### src/rtl/matmul_scheduler.sv
// matmul_scheduler: round-robin job arbiter plus i/j/k loop sequencer
// feeding one MAC from the A/B stores and writing C row-major.
module matmul_scheduler #(
  parameter int NREQ     = 2,
  parameter int DIM_BITS = 4,
  parameter int DATA_W   = 32
) (
  input  logic                       clk,
  input  logic                       reset,
  input  logic [NREQ-1:0]            req,
  input  logic [NREQ*3*DIM_BITS-1:0] req_dims,
  output logic [NREQ-1:0]            grant,
  output logic [NREQ-1:0]            done,
  output logic                       busy,
  output logic                       rd_en,
  output logic [DIM_BITS-1:0]        a_row,
  output logic [DIM_BITS-1:0]        a_col,
  output logic [DIM_BITS-1:0]        b_row,
  output logic [DIM_BITS-1:0]        b_col,
  input  logic [DATA_W-1:0]          a_data,
  input  logic [DATA_W-1:0]          b_data,
  output logic                       c_wr_en,
  output logic [DIM_BITS-1:0]        c_row,
  output logic [DIM_BITS-1:0]        c_col,
  output logic [DATA_W-1:0]          c_data
);
  localparam int IW = $clog2(NREQ);
  localparam int JW = 3 * DIM_BITS;

  typedef enum logic [2:0] {
    S_IDLE, S_FETCH, S_ACC, S_WRITE, S_DONE
  } state_t;

  state_t r_state;
  state_t w_next;

  logic [IW-1:0]       r_start;
  logic [IW-1:0]       r_win;
  logic [IW-1:0]       w_win;
  logic [NREQ-1:0]     r_grant;
  logic [DIM_BITS-1:0] r_n, r_m, r_p;
  logic [DIM_BITS-1:0] r_i, r_j, r_k;
  logic [DATA_W-1:0]   r_acc;
  logic [DATA_W-1:0]   w_prod;
  logic [2*NREQ-1:0]   w_dbl;
  logic [IW:0]         w_sum;
  logic [JW-1:0]       w_dims;
  logic [DIM_BITS-1:0] w_dn, w_dm, w_dp;
  logic                w_found;
  logic                w_zero;
  logic                w_k_last;
  logic                w_j_last;
  logic                w_last;

  // Rotate requests so bit 0 is the current highest-priority requester.
  assign w_dbl = {req, req} >> r_start;

  always_comb begin
    w_found = 1'b0;
    w_win   = '0;
    w_sum   = '0;
    for (int o = 0; o < NREQ; o++) begin
      if (!w_found && w_dbl[o]) begin
        w_found = 1'b1;
        w_sum   = (IW+1)'(r_start) + (IW+1)'(o);
        if (w_sum >= (IW+1)'(NREQ))
          w_win = IW'(w_sum - (IW+1)'(NREQ));
        else
          w_win = IW'(w_sum);
      end
    end
  end

  always_comb begin
    w_dims = req_dims[JW-1:0];
    for (int r = 1; r < NREQ; r++) begin
      if (w_win == IW'(r))
        w_dims = req_dims[r*JW +: JW];
    end
  end

  assign {w_dn, w_dm, w_dp} = w_dims;
  assign w_zero   = (w_dn == '0) || (w_dm == '0) || (w_dp == '0);
  assign w_k_last = (r_k == r_m - DIM_BITS'(1));
  assign w_j_last = (r_j == r_p - DIM_BITS'(1));
  assign w_last   = w_j_last && (r_i == r_n - DIM_BITS'(1));
  assign w_prod   = a_data * b_data;

  always_ff @(posedge clk or negedge reset) begin
    if (!reset) r_state <= S_IDLE;
    else        r_state <= w_next;
  end

  always_comb begin
    w_next = r_state;
    case (r_state)
      S_IDLE:  if (w_found) w_next = w_zero ? S_DONE : S_FETCH;
      S_FETCH: w_next = S_ACC;
      S_ACC:   w_next = w_k_last ? S_WRITE : S_FETCH;
      S_WRITE: w_next = w_last ? S_DONE : S_FETCH;
      S_DONE:  w_next = S_IDLE;
      default: w_next = S_IDLE;
    endcase
  end

  always_comb begin
    rd_en   = (r_state == S_FETCH);
    c_wr_en = (r_state == S_WRITE);
    busy    = (r_state != S_IDLE);
    done    = '0;
    if (r_state == S_DONE)
      done = NREQ'(1) << r_win;
  end

  always_ff @(posedge clk or negedge reset) begin
    if (!reset) begin
      r_start <= '0;
      r_win   <= '0;
      r_grant <= '0;
      r_n     <= '0;
      r_m     <= '0;
      r_p     <= '0;
      r_i     <= '0;
      r_j     <= '0;
      r_k     <= '0;
      r_acc   <= '0;
    end else begin
      r_grant <= '0;
      case (r_state)
        S_IDLE: if (w_found) begin
          r_n     <= w_dn;
          r_m     <= w_dm;
          r_p     <= w_dp;
          r_win   <= w_win;
          r_start <= (w_win == IW'(NREQ-1)) ? '0 : w_win + IW'(1);
          r_grant <= NREQ'(1) << w_win;
          r_i     <= '0;
          r_j     <= '0;
          r_k     <= '0;
          r_acc   <= '0;
        end
        S_ACC: begin
          r_acc <= r_acc + w_prod;
          if (!w_k_last) r_k <= r_k + DIM_BITS'(1);
        end
        S_WRITE: begin
          r_acc <= '0;
          r_k   <= '0;
          if (w_j_last) begin
            r_j <= '0;
            r_i <= r_i + DIM_BITS'(1);
          end else begin
            r_j <= r_j + DIM_BITS'(1);
          end
        end
        default: ;
      endcase
    end
  end

  assign grant  = r_grant;
  assign a_row  = r_i;
  assign a_col  = r_k;
  assign b_row  = r_k;
  assign b_col  = r_j;
  assign c_row  = r_i;
  assign c_col  = r_j;
  assign c_data = r_acc;

endmodule

### config.mk
export PLATFORM = sky130hd
export DESIGN_NAME = matmul_scheduler
export DESIGN_NICKNAME = d
export VERILOG_FILES = /design/src/rtl/matmul_scheduler.sv
export SDC_FILE = /design/constraint.sdc
export NUM_CORES = 1
export LEC_CHECK = 0
export ABC_AREA = 1
export BUFFER_PORTS_ARGS = -buffer_cell sky130_fd_sc_hd__clkbuf_2
export CAP_MARGIN = 20
export CORE_ASPECT_RATIO = 1.1
export CORE_UTILIZATION = 52
export DETAILED_ROUTE_END_ITERATION = 10
export HOLD_SLACK_MARGIN = 0.03
export PLACE_DENSITY = 0.7
export SYNTH_ARGS = -nofsm -noshare
export SYNTH_HDL_FRONTEND = slang
export SYNTH_SLANG_ARGS = --single-unit
### constraint.sdc
create_clock -name clk -period 6.94 [get_ports clk]
set_input_delay 0 -clock clk [delete_from_list [all_inputs] [get_ports clk]]
set_output_delay 0 -clock clk [all_outputs]
set_load 0.02 [all_outputs]
==> metrics.txt <==
Post-Syn Area between 20,000 and 25,000 um2; share of the synthesized area in the top cell type 0.4194; status complete, no violations; worst slew pin tran 0.9222 ns; CP endpoint kind flip-flop; DRT Wirelength approximately 55 mm; Mapped Nets 3,429; critical path launch point type flip-flop; count leader, synth inv_1; reg2reg start c_data[18]; max incr delay on CP about 0.54 ns; total CTS buffers 9; HP Start req_dims[12]; RSZ-0062 raised after global routing no; Max Fclk ~150 MHz; setup violators final 0; Synthesis Warnings 0; post-DR wirelength/cell approximately 16 um; CP most frequent cell fa_1; syn_area_per_cell about 7.6 um2; share of the yosys chip area belonging to registers 0.07540; Worst-path clk slew ~0.06 ns; CTS tree yes; Finished Cell Area between 20,000 and 25,000 um2; GR Overflow Total 0; input/output buffers 154; fraction of layout instances using a drive strength above 1 0.08054; initial antenna violation count 0; IO Count about 160; DR vias between 15,000 and 20,000; # diodes 0; Max-Cap Viols 0; Final period util 0.9409; EDFF count, synth 0; worst skew pair latency 0.34 ns; crit path DAT 6.73 ns; CTS max path bufs 2; Commonest cells post-synth inv_1 (909), nand2_1 (751), fa_1 (438); Starting Density 0.5311; Cell variety after synth 53; Synth Flop Type dfrtp_1; global router's overall resource usage 0.2891; required time of the critical path between 7 and 8 ns; full die area around 41,000 um2; DP Area roughly 22,000 um2; Post-Synthesis Cells roughly 2,800; setup TNS 0 ns; post-synthesis async set-or-reset flop share 1.000; H-tree depth 3; Die Span X roughly 190 um; DRC 0; DR iter-0 viols roughly 1,200; Clock Root Buffer clkbuf_16; leading area contributor after synthesis fa_1; min Tclk post-route roughly 6.5 ns; Max transition margin 0.3852; Max stage delay cell, worst path fa_1; final hold violations 0; global-route wire length before repair 91.89 mm; largest net degree at the start of global routing 64; Area contributors post-synth fa_1 (42%), inv_1 (16%), nand2_1 (13%); Die Y between 200 and 250 um; #FFs+latches synth 63; Area growth syn-to-layout 7.618%; Hold Crit Class input pin to flip-flop; std cell rows 76; final worst clock skew slightly below 0.008 ns; CP Class flip-flop to flip-flop; CP cell instances fa_1, fa_1, fa_1, inv_1, fa_1, inv_1, fa_1, inv_1, fa_1, inv_1, fa_1, inv_1, fa_1, inv_1, ha_1, nand2_1, nor2_1, inv_1, nor4_1, nand2_1, o211ai_1, a21oi_1, o21ai_0, o21ai_0; Setup Buffers After CTS 0; Vias/cell between 5 and 6; hold_ws about 0.036 ns; CORE AREA ~40,000 um2; worst-path fanout max 6; gpl congestion about 0.9; dpl hpwl roughly 47 mm; worst setup path startpoint c_data[18]; vias in the first global route 18,280; clk sinks 63; nets@finish approximately 3,500; TritonRoute pass-1 iters 7; Final Slew Violations 0; Detail Route Antenna Nets 0
==> area by class of cell <==
class                           count  area (um2)
Fill cell                        3730       16870
Multi-Input combinational cell   1668       15320
Inverter                          913        3427
Sequential cell                    63        1577
Timing Repair Buffer              208        1219
Tap cell                          507       634.4
Clock buffer                       11       242.7
Clock inverter                      5       81.33
==> routing by layer <==
layer  vias up  part of all wire  global-route usage  wire [um]
met5         -                 0                   0          0
met4         0             0.026             0.07920       1445
met3       102             0.063             0.03764       3507
met2       577              0.50              0.5075      27430
met1      8286              0.41              0.3725      22850
li1       7922                 -                   -          -
==> stage by stage <==
stage / utilization / setup slack (ns) / std cells
2_1_floorplan: - / 0.7218 / 2769
3_3_place_gp: 0.5589 / 0.3302 / 3342
3_5_place_dp: 0.5589 / 0.2343 / 3342
4_1_cts: 0.5715 / 0.3875 / 3375
5_1_grt: 0.5715 / 0.01702 / 3375
6_report: 0.5715 / 0.4105 / 3375
==> path summary, 6_finish.rpt <==
kind                                    to  slack, ns  cells after the start
max in group asynchronous         a_col[0]       6.00                      3
min in group asynchronous        c_data[3]       0.38                      3
worst max register to register  c_data[29]       0.41                     24
worst max-delay path            c_data[29]       0.41                     24
worst min register to register      r_m[3]       0.51                      2
worst min-delay path                r_p[0]       0.04                      3
==> kinds of logic after synthesis <==
logic type	count (synthesis)	share of synthesized area
DFF	63	0.07540
and+or+nand+nor	898	0.1709
AOI/OAI and AO/OA	157	0.04500
adders and majority gates	568	0.4972
buffers and inverters	1038	0.1920
muxes	12	0.005745
xor gates and xnor gates	33	0.01382
==> state kept, by name, summed over array words and instances, names as in the netlist <==
signal   count
c_data      32
a_col        4
a_row        4
b_col        4
r_m          4
r_n          4
r_p          4
r_state      3
grant        2
r_start      1
r_win        1
==> timing repair <==
item / CTS / global route
resized for setup: 0 / 1
hold buffers: 17 / 0
endpoints found under the hold margin: 72 / 0
setup endpoints to repair: 0 / 1
==> placed cells by master (no fill, tap or decap), types with 2 or more instances in the layout <==
cell,synthesis,routed
nand3_1,59,59
a21oi_1,47,47
xor2_1,15,15
o21ai_0,55,55
nand2_1,751,751
a22o_1,2,2
dlygate4sd3_1,0,17
nor2_2,1,2
o211ai_1,2,2
fa_1,438,438
inv_2,4,4
dfrtp_1,63,63
inv_1,909,909
o21bai_1,6,6
bufinv_16,0,2
nand2_2,4,4
mux2i_1,12,12
xnor2_1,18,18
buf_4,21,37
nand3b_1,6,6
a32o_1,2,2
clkbuf_2,0,153
a31oi_1,3,3
clkbuf_16,0,9
a21o_1,7,7
nor2_1,45,44
or2_2,3,3
ha_1,130,130
nor3_1,9,9
o22ai_1,8,8
o21a_1,2,2
a21boi_0,2,2
nand4_1,12,12
a221oi_1,2,2
o21ai_1,9,9
==> worst max-delay path: cells and delay by family (launching register included) <==
kind | cells | cell delay [ns]
fa+ha+maj | 9 | 4.44
simple gates | 4 | 0.62
compound gates | 4 | 0.49
flops | 1 | 0.43
buf+inv | 7 | 0.42
Power is not shown: default switching activity piles up to over one toggle a cycle in this logic, so the estimate is an artifact.
